<file path="src/rtl/morse_pkg.sv">
// Shared types and timing constants for the Morse digit keyer.
package morse_pkg;

  typedef enum logic [1:0] {IDLE, MARK, SPACE, GAP} state_t;

  // Bit 4 goes out first; 1 = dot, 0 = dash.
  typedef logic [4:0] pattern_t;

  localparam logic [1:0] DOT_UNITS   = 2'd1;
  localparam logic [1:0] DASH_UNITS  = 2'd3;
  localparam logic [1:0] SPACE_UNITS = 2'd1;
  localparam logic [1:0] GAP_UNITS   = 2'd2;

  localparam logic [2:0] SYMS_PER_CHAR = 3'd5;

endpackage

</file>
<file path="src/rtl/morse_keyer_if.sv">
// Digit handshake between the switch/button logic and the keyer.
interface morse_keyer_if;
  logic       in_valid;
  logic [3:0] in_digit;
  logic       in_ready;

  modport master (output in_valid, output in_digit, input  in_ready);
  modport slave  (input  in_valid, input  in_digit, output in_ready);
endinterface

</file>
<file path="src/rtl/morse_symbol_rom.sv">
// Digit to 5-symbol Morse pattern lookup; digits above 9 flag invalid.
module morse_symbol_rom
  import morse_pkg::*;
(
  input  logic [3:0] digit,
  output pattern_t   pattern,
  output logic       invalid
);

  always_comb begin
    pattern = '0;
    invalid = 1'b0;
    case (digit)
      4'd0:    pattern = 5'b00000;
      4'd1:    pattern = 5'b10000;
      4'd2:    pattern = 5'b11000;
      4'd3:    pattern = 5'b11100;
      4'd4:    pattern = 5'b11110;
      4'd5:    pattern = 5'b11111;
      4'd6:    pattern = 5'b01111;
      4'd7:    pattern = 5'b00111;
      4'd8:    pattern = 5'b00011;
      4'd9:    pattern = 5'b00001;
      default: invalid = 1'b1;
    endcase
  end

endmodule

</file>
<file path="src/rtl/morse_keyer.sv">
// Timed serial Morse transmitter for one decimal digit per handshake.
// Define MORSE_KEYER_CHAR_GAP_EN to append the 2-unit inter-character gap.
module morse_keyer
  import morse_pkg::*;
#(
  parameter int UNIT_CYCLES = 12_500_000
) (
  input  logic          clk,
  input  logic          reset_n,
  morse_keyer_if.slave  in_if,
  input  logic          abort,
  output logic          key_out,
  output logic          busy,
  output logic [2:0]    sym_idx,
  output logic          done,
  output logic          err
);

  localparam int CNT_W = (UNIT_CYCLES > 1) ? $clog2(UNIT_CYCLES) : 1;
  localparam logic [CNT_W-1:0] CNT_LAST = CNT_W'(UNIT_CYCLES - 1);

  state_t           state, state_n;
  logic [CNT_W-1:0] cnt, cnt_n;
  logic [1:0]       units, units_n, len;
  logic [2:0]       sym_n;
  pattern_t         pat, pat_n, rom_pat;
  logic             rom_invalid, hs, tick, last_unit, err_n;

  morse_symbol_rom u_rom (
    .digit   (in_if.in_digit),
    .pattern (rom_pat),
    .invalid (rom_invalid)
  );

  assign in_if.in_ready = (state == IDLE);
  assign busy           = (state != IDLE);
  assign hs             = in_if.in_valid & in_if.in_ready;
  assign tick           = (cnt == CNT_LAST);

  always_comb begin
    len = DOT_UNITS;
    case (state)
      MARK:    len = pat[3'd4 - sym_idx] ? DOT_UNITS : DASH_UNITS;
      SPACE:   len = SPACE_UNITS;
      GAP:     len = GAP_UNITS;
      default: len = DOT_UNITS;
    endcase
  end

  assign last_unit = tick && (units == len - 2'd1);

  always_comb begin
    state_n = state;
    cnt_n   = tick ? '0 : cnt + CNT_W'(1);
    units_n = tick ? units + 2'd1 : units;
    sym_n   = sym_idx;
    pat_n   = pat;
    err_n   = 1'b0;
    done    = 1'b0;
    case (state)
      IDLE: begin
        cnt_n   = '0;
        units_n = '0;
        if (hs) begin
          if (rom_invalid) begin
            err_n = 1'b1;
          end else begin
            state_n = MARK;
            pat_n   = rom_pat;
            sym_n   = '0;
          end
        end
      end
      MARK: if (last_unit) state_n = SPACE;
      SPACE: begin
        if (last_unit) begin
          if (sym_idx < SYMS_PER_CHAR - 3'd1) begin
            sym_n   = sym_idx + 3'd1;
            state_n = MARK;
          end else begin
`ifdef MORSE_KEYER_CHAR_GAP_EN
            state_n = GAP;
`else
            state_n = IDLE;
            sym_n   = '0;
            done    = 1'b1;
`endif
          end
        end
      end
      GAP: begin
        if (last_unit) begin
          state_n = IDLE;
          sym_n   = '0;
          done    = 1'b1;
        end
      end
      default: state_n = IDLE;
    endcase
    // Abort only cancels a character in flight; an IDLE handshake takes priority.
    if (state != IDLE && abort) begin
      state_n = IDLE;
      sym_n   = '0;
      done    = 1'b0;
    end
    if (state_n != state) begin
      cnt_n   = '0;
      units_n = '0;
    end
  end

  always_ff @(posedge clk or negedge reset_n) begin
    if (!reset_n) begin
      state   <= IDLE;
      cnt     <= '0;
      units   <= '0;
      sym_idx <= '0;
      key_out <= 1'b0;
      err     <= 1'b0;
    end else begin
      state   <= state_n;
      cnt     <= cnt_n;
      units   <= units_n;
      sym_idx <= sym_n;
      key_out <= (state_n == MARK);
      err     <= err_n;
    end
  end

  always_ff @(posedge clk) begin
    pat <= pat_n;
  end

endmodule
</file>
<file path="src/flat_wrapper.sv">
// flat-port wrapper written by rule: the top's interface ports become plain ports
module morse_keyer_flat import morse_pkg::*;
#(
  parameter int UNIT_CYCLES = 12_500_000
)
  (clk, reset_n, abort, key_out, busy, sym_idx, done, err, in_if_in_valid, in_if_in_digit, in_if_in_ready);
  morse_keyer_if in_if_i ();
  input  logic clk;
  input  logic reset_n;
  input  logic abort;
  output logic key_out;
  output logic busy;
  output logic [2:0] sym_idx;
  output logic done;
  output logic err;
  input wire logic [$bits(in_if_i.in_valid)-1:0] in_if_in_valid;
  input wire logic [$bits(in_if_i.in_digit)-1:0] in_if_in_digit;
  output wire logic [$bits(in_if_i.in_ready)-1:0] in_if_in_ready;
  assign in_if_i.in_valid = in_if_in_valid;
  assign in_if_i.in_digit = in_if_in_digit;
  assign in_if_in_ready = in_if_i.in_ready;
  morse_keyer #(.UNIT_CYCLES(UNIT_CYCLES)) u_core (.clk(clk), .reset_n(reset_n), .in_if(in_if_i), .abort(abort), .key_out(key_out), .busy(busy), .sym_idx(sym_idx), .done(done), .err(err));
endmodule
</file>
<file path="config.mk">
export PLATFORM = sky130hd
export DESIGN_NAME = morse_keyer_flat
export DESIGN_NICKNAME = d
export VERILOG_FILES = /design/src/rtl/morse_pkg.sv /design/src/rtl/morse_keyer_if.sv /design/src/rtl/morse_symbol_rom.sv /design/src/rtl/morse_keyer.sv /design/src/flat_wrapper.sv
export SDC_FILE = /design/constraint.sdc
export NUM_CORES = 1
export LEC_CHECK = 0
export ABC_AREA = 0
export CAP_MARGIN = 40
export CORE_UTILIZATION = 43
export CTS_CLUSTER_DIAMETER = 120
export DETAILED_ROUTE_END_ITERATION = 8
export PLACE_DENSITY = 0.64
export RECOVER_POWER = 50
export SYNTH_ARGS = -nofsm -noshare
export SYNTH_HDL_FRONTEND = slang
export SYNTH_SLANG_ARGS = --single-unit
</file>
<file path="constraint.sdc">
create_clock -name clk -period 3.95 [get_ports clk]
set_input_delay 0.79 -clock clk [delete_from_list [all_inputs] [get_ports clk]]
set_output_delay 0.79 -clock clk [all_outputs]
set_load 0.02 [all_outputs]
</file>
==> out/metrics.csv <==
stage,metric,value,unit
cts,clockBufferDepth,2,
synth,ys.flop_type,dfrtp_1,
route,vias_per_cell,5.04,
flow_run,drv_cap,1,
placed_design,io_buffers,15,
final_layout,final_cells,302,
worst_setup_path,r2r-end,u_core.sym_idx[0],
status,violations,"max-capacitance violations, max-slew violations",
cts,clk_pin_slew,70,ps
worst_setup_path,cp.arrival,2890,ps
timing,finClkSkew,7.26,ps
timing,rsz0062_at_grt,no,
timing,fmaxAchievable,272,MHz
worst_setup_path,crit_path_max_fanout,5,
pwr,power_frac_comb,0.100,
worst_setup_path,cpMostUsedCell,ha_1,
placed_design,routabilityCongestion,0.746,
cts,htree_levels,2,
worst_setup_path,cp_num_buf_inv,2,
timing,period_share,0.931,
final_layout,nets,246,
placed_design,dp_cells,294,
worst_setup_path,startpoint,u_core.sym_idx[1],
timing,drv_slew,34,
timing,finalSetupViolCount,0,
pwr,p_per_area,307,nW/um^2
floorplan,dieArea,5200,um^2
grt,grtUsageTotal,0.161,
synth,ys_ff_latch,38,
worst_setup_path,slowest_delay,650,ps
worst_setup_path,crit_chain,inv_1 > ha_1 > ha_1 > or2_1 > o22a_1 > a211oi_1 > nor4bb_1 > clkdlybuf4s50_1,
worst_setup_path,rr_startpoint,u_core.sym_idx[1],
placed_design,dp.final_hpwl,2650,um
route,drtPass1Iterations,4,
final_layout,final_common_cell,nor2_1,
floorplan,io_pins,16,
route,vias,1522,
route,initialDrtViolationCount,106,
final_layout,drive_gt1_frac,0.0851,
worst_setup_path,crit_family,buffers and inverters,
placed_design,place_worst_setup_slack,452,ps
grt,grt_max_degree,34,
pwr,intPower,0.555,mW
floorplan,die_w,72.1,um
grt,antenna_found_initial,0,
final_layout,fillers,430,
route,postRouteAntennaNets,0,
cts,worstSkewPairLatency,290,ps
timing,hold_violations,0,
worst_setup_path,worstSetupEndpoint,done,
timing,worst_slack,272,ps
worst_setup_path,crit_path_start_kind,register,
pwr,power_switching,0.186,mW
synth,ys_types,46,
cts,cts_made_buffers,5,
synth,yosys_warnings,0,
pwr,seqPwrFrac,0.554,
worst_hold_path,hp-start,u_core.cnt[0],
timing,final.min_clock_period,3680,ps
synth,synth_edf_count,5,
synth,synthArstFlopShare,0.868,
synth,syn_area,2120,um^2
final_layout,diodes,0,
floorplan,core_area,4720,um^2
worst_setup_path,crit_cells,8,
pwr,swShare,0.251,
timing,slew_headroom,-0.170,
floorplan,fp.dieH,72.1,um
worst_setup_path,crit_path_end_kind,output port,
pwr,p_leak,0.961,nW
cts,root_buffer,clkbuf_8,
pwr,p_clk_frac,0.346,
cts,cts_tree,done,
worst_setup_path,critPathKind,register to output port,
route,drc,0,
worst_setup_path,cp_slowest_cell,clkdlybuf4s50_1,
synth,synthCells,215,
cts,cts.repair.resized,0,
timing,fin_tns_setup,0,ps
floorplan,fp-row-count,25,
synth,syn_nets,227,
worst_setup_path,rrSetupSlack,1300,ps
grt,first_global_vias,1406,
cts,cts_sinks,38,
final_layout,area_delta_synth_final,14.0,%
synth,synth_area_per_cell,9.84,um^2
worst_hold_path,min_path_type,register to register,
grt,grt_pass1_wl,6560,um
route,wl_per_cell,12.3,um
floorplan,start_util,0.448,
synth,synth-seq-area-share,0.461,
worst_setup_path,crit_required,3160,ps
cts,cts_setup_buffers,0,
worst_setup_path,r2r_cells,9,
pwr,ir_drop,0.212,mV
timing,worst_pin_slew,1760,ps
cts,hold_buffers,0,
status,status,finished with violations,
timing,whs,475,ps
route,wl,3720,um
final_layout,most-common-layout-cells,"nor2_1 (36), dfrtp_1 (33), nand2_1 (14)",
grt,grt-ovfl-total,0,
[how the worst min path moves through the flow]
stage | slack, ps | to | cells past startpoint
after floorplan | 450 | u_core.cnt[0] | 1
final | 470 | u_core.cnt[0] | 1
after detailed placement | 470 | u_core.cnt[0] | 1
after CTS | 480 | u_core.cnt[0] | 1
after global routing | 520 | u_core.cnt[0] | 1
after global placement | 470 | u_core.cnt[0] | 1
[kinds of logic (layout without fill, tap and decap cells)]
logic type | after synthesis | in the layout | synth area share
xor gates and xnor gates | 22 | 22 | 0.0911
muxes | 6 | 6 | 0.0307
AOI/OAI and AO/OA | 24 | 24 | 0.0822
DFF | 38 | 38 | 0.461
buffers and inverters | 16 | 36 | 0.0349
and+or+nand+nor | 105 | 105 | 0.276
adders and majority gates | 4 | 4 | 0.0237
[metal layers]
| metal | global-route usage | vias up | routed length, um |
|---|---|---|---|
| met4 | 0.0523 | 0 | 48 |
| met1 | 0.239 | 710 | 1970 |
| met5 | 0 | - | 0 |
| met2 | 0.235 | 22 | 1590 |
| met3 | 0.0333 | 4 | 110 |
| li1 | - | 786 | - |
[power by group through the flow]
stage                     Clock (mW)  Combinational [mW]  Sequential, mW
after floorplan                    0              0.0413           0.420
after global placement             0              0.0767           0.418
after detailed placement           0              0.0771           0.418
after CTS                      0.265              0.0777           0.410
after global routing           0.277              0.0829           0.411
final                          0.256              0.0743           0.410
[metrics by stage]
step / instance area (um^2) / util / power (mW)
floorplan: 2120 / - / 0.461
global placement: 2330 / 0.494 / 0.495
detailed placement: 2330 / 0.494 / 0.495
CTS: 2410 / 0.511 / 0.753
global route: 2410 / 0.510 / 0.772
finish: 2410 / 0.510 / 0.741
[synthesized netlist by cell type, types with 2 or more instances]
| cell type | number | area, um^2 |
|---|---|---|
| xnor2_1 | 11 | 96.3 |
| a21oi_1 | 5 | 25.0 |
| nor2_1 | 36 | 135 |
| mux2i_1 | 5 | 50.1 |
| buf_2 | 2 | 10.0 |
| nor4bb_1 | 2 | 20.0 |
| and4bb_1 | 2 | 25.0 |
| and3_1 | 3 | 18.8 |
| or4b_4 | 2 | 27.5 |
| buf_4 | 3 | 22.5 |
| dfrtp_1 | 33 | 826 |
| nand3_1 | 8 | 40.0 |
| nand2b_1 | 4 | 25.0 |
| nor3_1 | 11 | 55.1 |
| ha_1 | 4 | 50.1 |
| o21a_1 | 3 | 22.5 |
| edfxtp_1 | 5 | 150 |
| or3_1 | 3 | 18.8 |
| o21ai_1 | 2 | 10.0 |
| inv_1 | 11 | 41.3 |
| nand4_1 | 6 | 37.5 |
| o21ai_0 | 5 | 25.0 |
| xor2_1 | 11 | 96.3 |
| a211oi_1 | 3 | 22.5 |
| nand2_1 | 14 | 52.6 |
[final cells by class]
class | count | area, um^2 | share of cell area
multi-input combinational | 161 | 1070 | 0.442
sequential | 38 | 976 | 0.405
timing repair buffer | 17 | 161 | 0.0669
tap | 67 | 83.8 | 0.0348
clock buffer | 6 | 72.6 | 0.0301
inverter | 11 | 41.3 | 0.0171
clock inverter | 2 | 10.0 | 0.00415
[registers in the layout, indices dropped and copies added, names as in the netlist]
| signal | flops |
|---|---|
| u_core.cnt | 24 |
| u_core.err | 1 |
| u_core.key_out | 1 |
| u_core.pat | 5 |
| u_core.state | 2 |
| u_core.sym_idx | 3 |
| u_core.units | 2 |
Note: power is estimated with default switching activity, not from simulation.
==> patch 1: new RTL, same settings <==
Reset style: synchronous (`reset_n`), changed in one clocked block.
--- a/src/rtl/morse_keyer.sv
+++ b/src/rtl/morse_keyer.sv
@@ -110,5 +110,5 @@
   end
 
-  always_ff @(posedge clk or negedge reset_n) begin
+  always_ff @(posedge clk) begin
     if (!reset_n) begin
       state   <= IDLE;
Behaviour: differs if reset_n is asserted again (counterexample within 4 cycles, from zero or initial values and one cycle with reset_n low); with reset_n held inactive, the same outputs for 10 cycles.
==> patch 1 against the original RTL <==
Wire length decreased by 8.6%; clock power increased by 10%; design area decreased by 10%; setup slack got worse by 0.060 ns; power decreased by 0.87%; sequential share of layout area down 2.9 points; count of clock-buffer cells in the layout is the same; utilization up 1.5 points; sequential cell count is the same; register-to-register slack improved by 0.18 ns; hold slack better by 0.0027 ns; area after synthesis down 11%; global-route usage rose by 1.0 points; non-clock buffer count fell by 2; critical path type unchanged; highest routed layer unchanged.
==> patch 1: results (changes against the original RTL) <==
outcome:
  status: "complete, no violations"
min_path:
  hold_end: "u_core.cnt[0]"
  min_from: "u_core.cnt[0]"
detailed_routing:
  num_vias: 1444  # -5.1%
  drt-pass1-iter-count: 5  # +1
  drt_wl_total_mm: 3.41  # -8.6%
  drtIter0Drc: 65  # -39%
logic_synthesis:
  synth_area_leaders: "dfxtp_1, xnor2_1, edfxtp_1"
  synth_common_cells: "nor2_1, dfxtp_1, xnor2_1, nand3_1, nand2_1"
  synthArstFlopShare_pct: 0  # -87 points
  synth_fp_nets: 222  # -2.2%
  synth_cell_types: 41  # -11%
  syn_inst: 210  # -2.3%
  synthFlopType: "dfxtp_1"
worst_setup_path:
  ff2ff_setup_slack_ns: 1.48  # +0.18 ns
  r2r_cells: 7  # -2
  worstPathArrival_ns: 2.95  # +0.06 ns
  endpoint: "done"
  r2r_end: "u_core.state[0]"
  critical_path_peak_fanout: 7  # +2
  timing.rr.start: "u_core.sym_idx[0]"
finish:
  nets: 239  # -2.8%
  top_regs: "u_core.cnt x24, u_core.pat x5, u_core.sym_idx x3"
  final_cells: 278  # -7.9%
  layout-drive-gt1-share_pct: 7.46  # -1.1 points
  fill_cells: 398  # -7.4%
place:
  dpl_cell_area_sq_mm: 0.00208  # -11%
  gp_congestion: 0.778  # +4.3%
  place_ws_ns: 0.438  # -0.0140 ns
  dp.cells: 270  # -8.2%
  dp_hpwl_mm: 2.41  # -9.2%
timing:
  timing.hold.ws_ns: 0.477  # +0.00267 ns
  finClkSkew_ns: 0.0113  # +0.00406 ns
global_routing:
  grt_pass1_wl_mm: 5.78  # -12%
  grt_pass1_vias: 1285  # -8.6%
  grt.total_usage_pct: 17.1  # +1.0 points
  grt_start_max_net_pins: 25  # -26%
power:
  ir_drop_v: 0.000177  # -16%
cts:
  post_cts_buffers: 0  # unchanged
[patch 1: final cells by class]
| cell class | count | area, sq um | share of cell area, % |
|---|---|---|---|
| Multi-Input combinational cell | 156 | 1000 | 46.3 |
| Tap cell | 50 | 62.6 | 2.90 |
| Sequential cell | 38 | 812 | 37.6 |
| Timing Repair Buffer | 15 | 150 | 6.95 |
| Inverter | 11 | 41.3 | 1.91 |
| Clock inverter | 2 | 12.5 | 0.579 |
| Clock buffer | 6 | 82.6 | 3.82 |
[patch 1: where the power goes]
group	switching (mW)	leakage [nW]	internal, mW	total (mW)
Sequential	0.00304	0.315	0.398	0.401
Clock	0.141	0.0472	0.140	0.282
Combinational	0.0299	0.369	0.0220	0.0519
Total	0.174	0.731	0.560	0.734
[patch 1: critical path: stages, from the launching register on]
cell	delay (ns)
dfxtp_2	0.40
inv_1	0.08
ha_1	0.32
mux4_2	0.33
a211oi_4	0.30
xor2_1	0.17
nor2_2	0.24
and4b_2	0.24
clkdlybuf4s50_1	0.59
[patch 1: routing by layer]
metal | routed length, um | vias to the layer above | track usage [%]
met2 | 1400 | 23 | 24.3
met5 | 0 | - | 0
met3 | 109 | 6 | 5.00
met4 | 63 | 0 | 8.59
li1 | - | 756 | -
met1 | 1840 | 659 | 23.4
[patch 1: kinds of logic after synthesis]
kind of cell	count (synthesis)	share of synthesized area [%]
AO/OA/AOI/OAI	18	7.22
XOR/XNOR	28	13.4
adder cells (fa/ha/maj)	4	2.65
buffers and inverters	16	3.38
flip-flops	38	42.9
multiplexers	3	2.25
AND/OR/NAND/NOR	103	28.2
==> patch 2: new RTL, same flow settings <==
Without the edit above. `UNIT_CYCLES` is set to 12_500_000 in 2 places; all go to 50_000_000.
--- a/src/rtl/morse_keyer.sv
+++ b/src/rtl/morse_keyer.sv
@@ -4,5 +4,5 @@
   import morse_pkg::*;
 #(
-  parameter int UNIT_CYCLES = 12_500_000
+  parameter int UNIT_CYCLES = 50_000_000
 ) (
   input  logic          clk,
--- a/src/flat_wrapper.sv
+++ b/src/flat_wrapper.sv
@@ -2,5 +2,5 @@
 module morse_keyer_flat import morse_pkg::*;
 #(
-  parameter int UNIT_CYCLES = 12_500_000
+  parameter int UNIT_CYCLES = 50_000_000
 )
   (clk, reset_n, abort, key_out, busy, sym_idx, done, err, in_if_in_valid, in_if_in_digit, in_if_in_ready);
Check against the original RTL: same outputs for any inputs over 10 cycles, from zero or initial values and one cycle with reset_n low; that may be too few to reach the edited logic, so the function may still have changed.
==> patch 2 against the original RTL <==
Sequential power increased by 7.3%; synthesized cell count increased by 12%; utilization shrank 0.41 points; setup slack got worse by 0.11 ns; non-clock buffer count fell by 1; combinational power rose by 59%; wire length is 19% higher; power is 13% higher; largest cell class unchanged; sequential cell count up 2; design area grew 6.6%; area after synthesis increased by 7.0%; the run still ends with capacitance limit, slew limit left.
==> patch 2: results (changes against the original RTL) <==
outcome:
  status: "complete, but fails checks"
  violations: "capacitance limit, slew limit"
cts:
  post_cts_buffers: 0  # unchanged
  cts.htree.levels: 2  # unchanged
global_routing:
  grt.total_usage_pct: 18.3  # +2.2 points
  grt_pass1_wl_mm: 7.57  # +15%
  grt_start_max_net_pins: 36  # +5.9%
  grt_pass1_vias: 1612  # +15%
detailed_routing:
  drt_wl_total_mm: 4.44  # +19%
  drtIter0Drc: 100  # -5.7%
  vias_per_cell: 5.38  # +6.8%
worst_setup_path:
  critical_path_peak_fanout: 7  # +2
  critPathTopFamily: "simple AND/OR/NAND/NOR gates"
  worstPathRequired_ns: 3.16  # about the same
place:
  dpl_cell_area_sq_mm: 0.00248  # +6.3%
  dp_hpwl_mm: 3.14  # +19%
  dp.cells: 321  # +9.2%
  place_ws_ns: 0.514  # +0.0617 ns
  gp_congestion: 0.799  # +7.2%
logic_synthesis:
  synthArstFlopShare_pct: 87.5  # +0.66 points
  synthFlopType: "dfrtp_1"
  synth-edff-count: 5  # unchanged
  synth-seq-area-share_pct: 45.3  # -0.80 points
  synth_fp_nets: 253  # +11%
  syn_inst: 241  # +12%
  synth_area_leaders: "dfrtp_1, xnor2_1, edfxtp_1"
  synth_common_cells: "nor2_1, dfrtp_1, xnor2_1, nand2_1, nand3_1"
flow_run:
  maxCapViolCount: 1  # unchanged
finish:
  final_cells: 329  # +8.9%
  nets: 270  # +9.8%
  layout-drive-gt1-share_pct: 6.56  # -1.9 points
  top_regs: "u_core.cnt x26, u_core.pat x5, u_core.sym_idx x3"
power:
  netSwitchingFraction_pct: 26.1  # +0.99 points
  ir_drop_v: 0.000194  # -8.4%
  power.leakage_nw: 0.948  # -1.3%
timing:
  max-slew-margin-rel_pct: -21.8  # -4.8 points
  finClkSkew_ns: 0.00288  # -0.00438 ns
  drv_slew: 36  # +5.9%
==> patch 2: path summary, 6_finish.rpt <==
check                         startpoint                 to  slack (ns)  cells after the start
max in group asynchronous        reset_n         u_core.err        1.91                      1
max                        u_core.cnt[8]               done        0.16                      5
min                        u_core.cnt[0]      u_core.cnt[0]        0.53                      1
min in group asynchronous        reset_n      u_core.cnt[4]        0.99                      1
max reg2reg                u_core.cnt[8]  u_core.sym_idx[1]        1.15                      5
min reg2reg                u_core.cnt[0]      u_core.cnt[0]        0.53                      1
==> patch 2: power by group through the flow <==
stage	registers [mW]	logic (mW)	clock network (mW)
final	0.440	0.118	0.278
after detailed placement	0.448	0.119	0
after global routing	0.442	0.132	0.314
after CTS	0.440	0.119	0.289
after floorplan	0.451	0.0681	0
after global placement	0.448	0.120	0
==> patch 2: logic make-up after synthesis <==
family                     after synthesis  share of synthesized area, %
AOI/OAI and AO/OA                       25                          7.96
xor gates and xnor gates                26                          10.1
adders and majority gates                4                          2.21
buffers and inverters                   19                          3.26
DFF                                     40                          45.3
muxes                                    4                          1.88
and+or+nand+nor                        123                          29.3
==> patch 2: layer usage <==
metal,global-route usage [%],vias to the layer above,part of all wire (%)
li1,-,895,-
met3,4.47,6,2.9
met4,6.92,0,1.4
met1,23.4,849,47
met2,30.1,21,48
met5,0,-,0
==> patch 2: final cells by class <==
cell class	instances	area (sq um)
inverter	13	48.8
fill	493	2500
timing repair buffer	16	151
sequential	40	1030
multi-input combinational	182	1160
tap	70	87.6
clock buffer	6	82.6
clock inverter	2	10.0
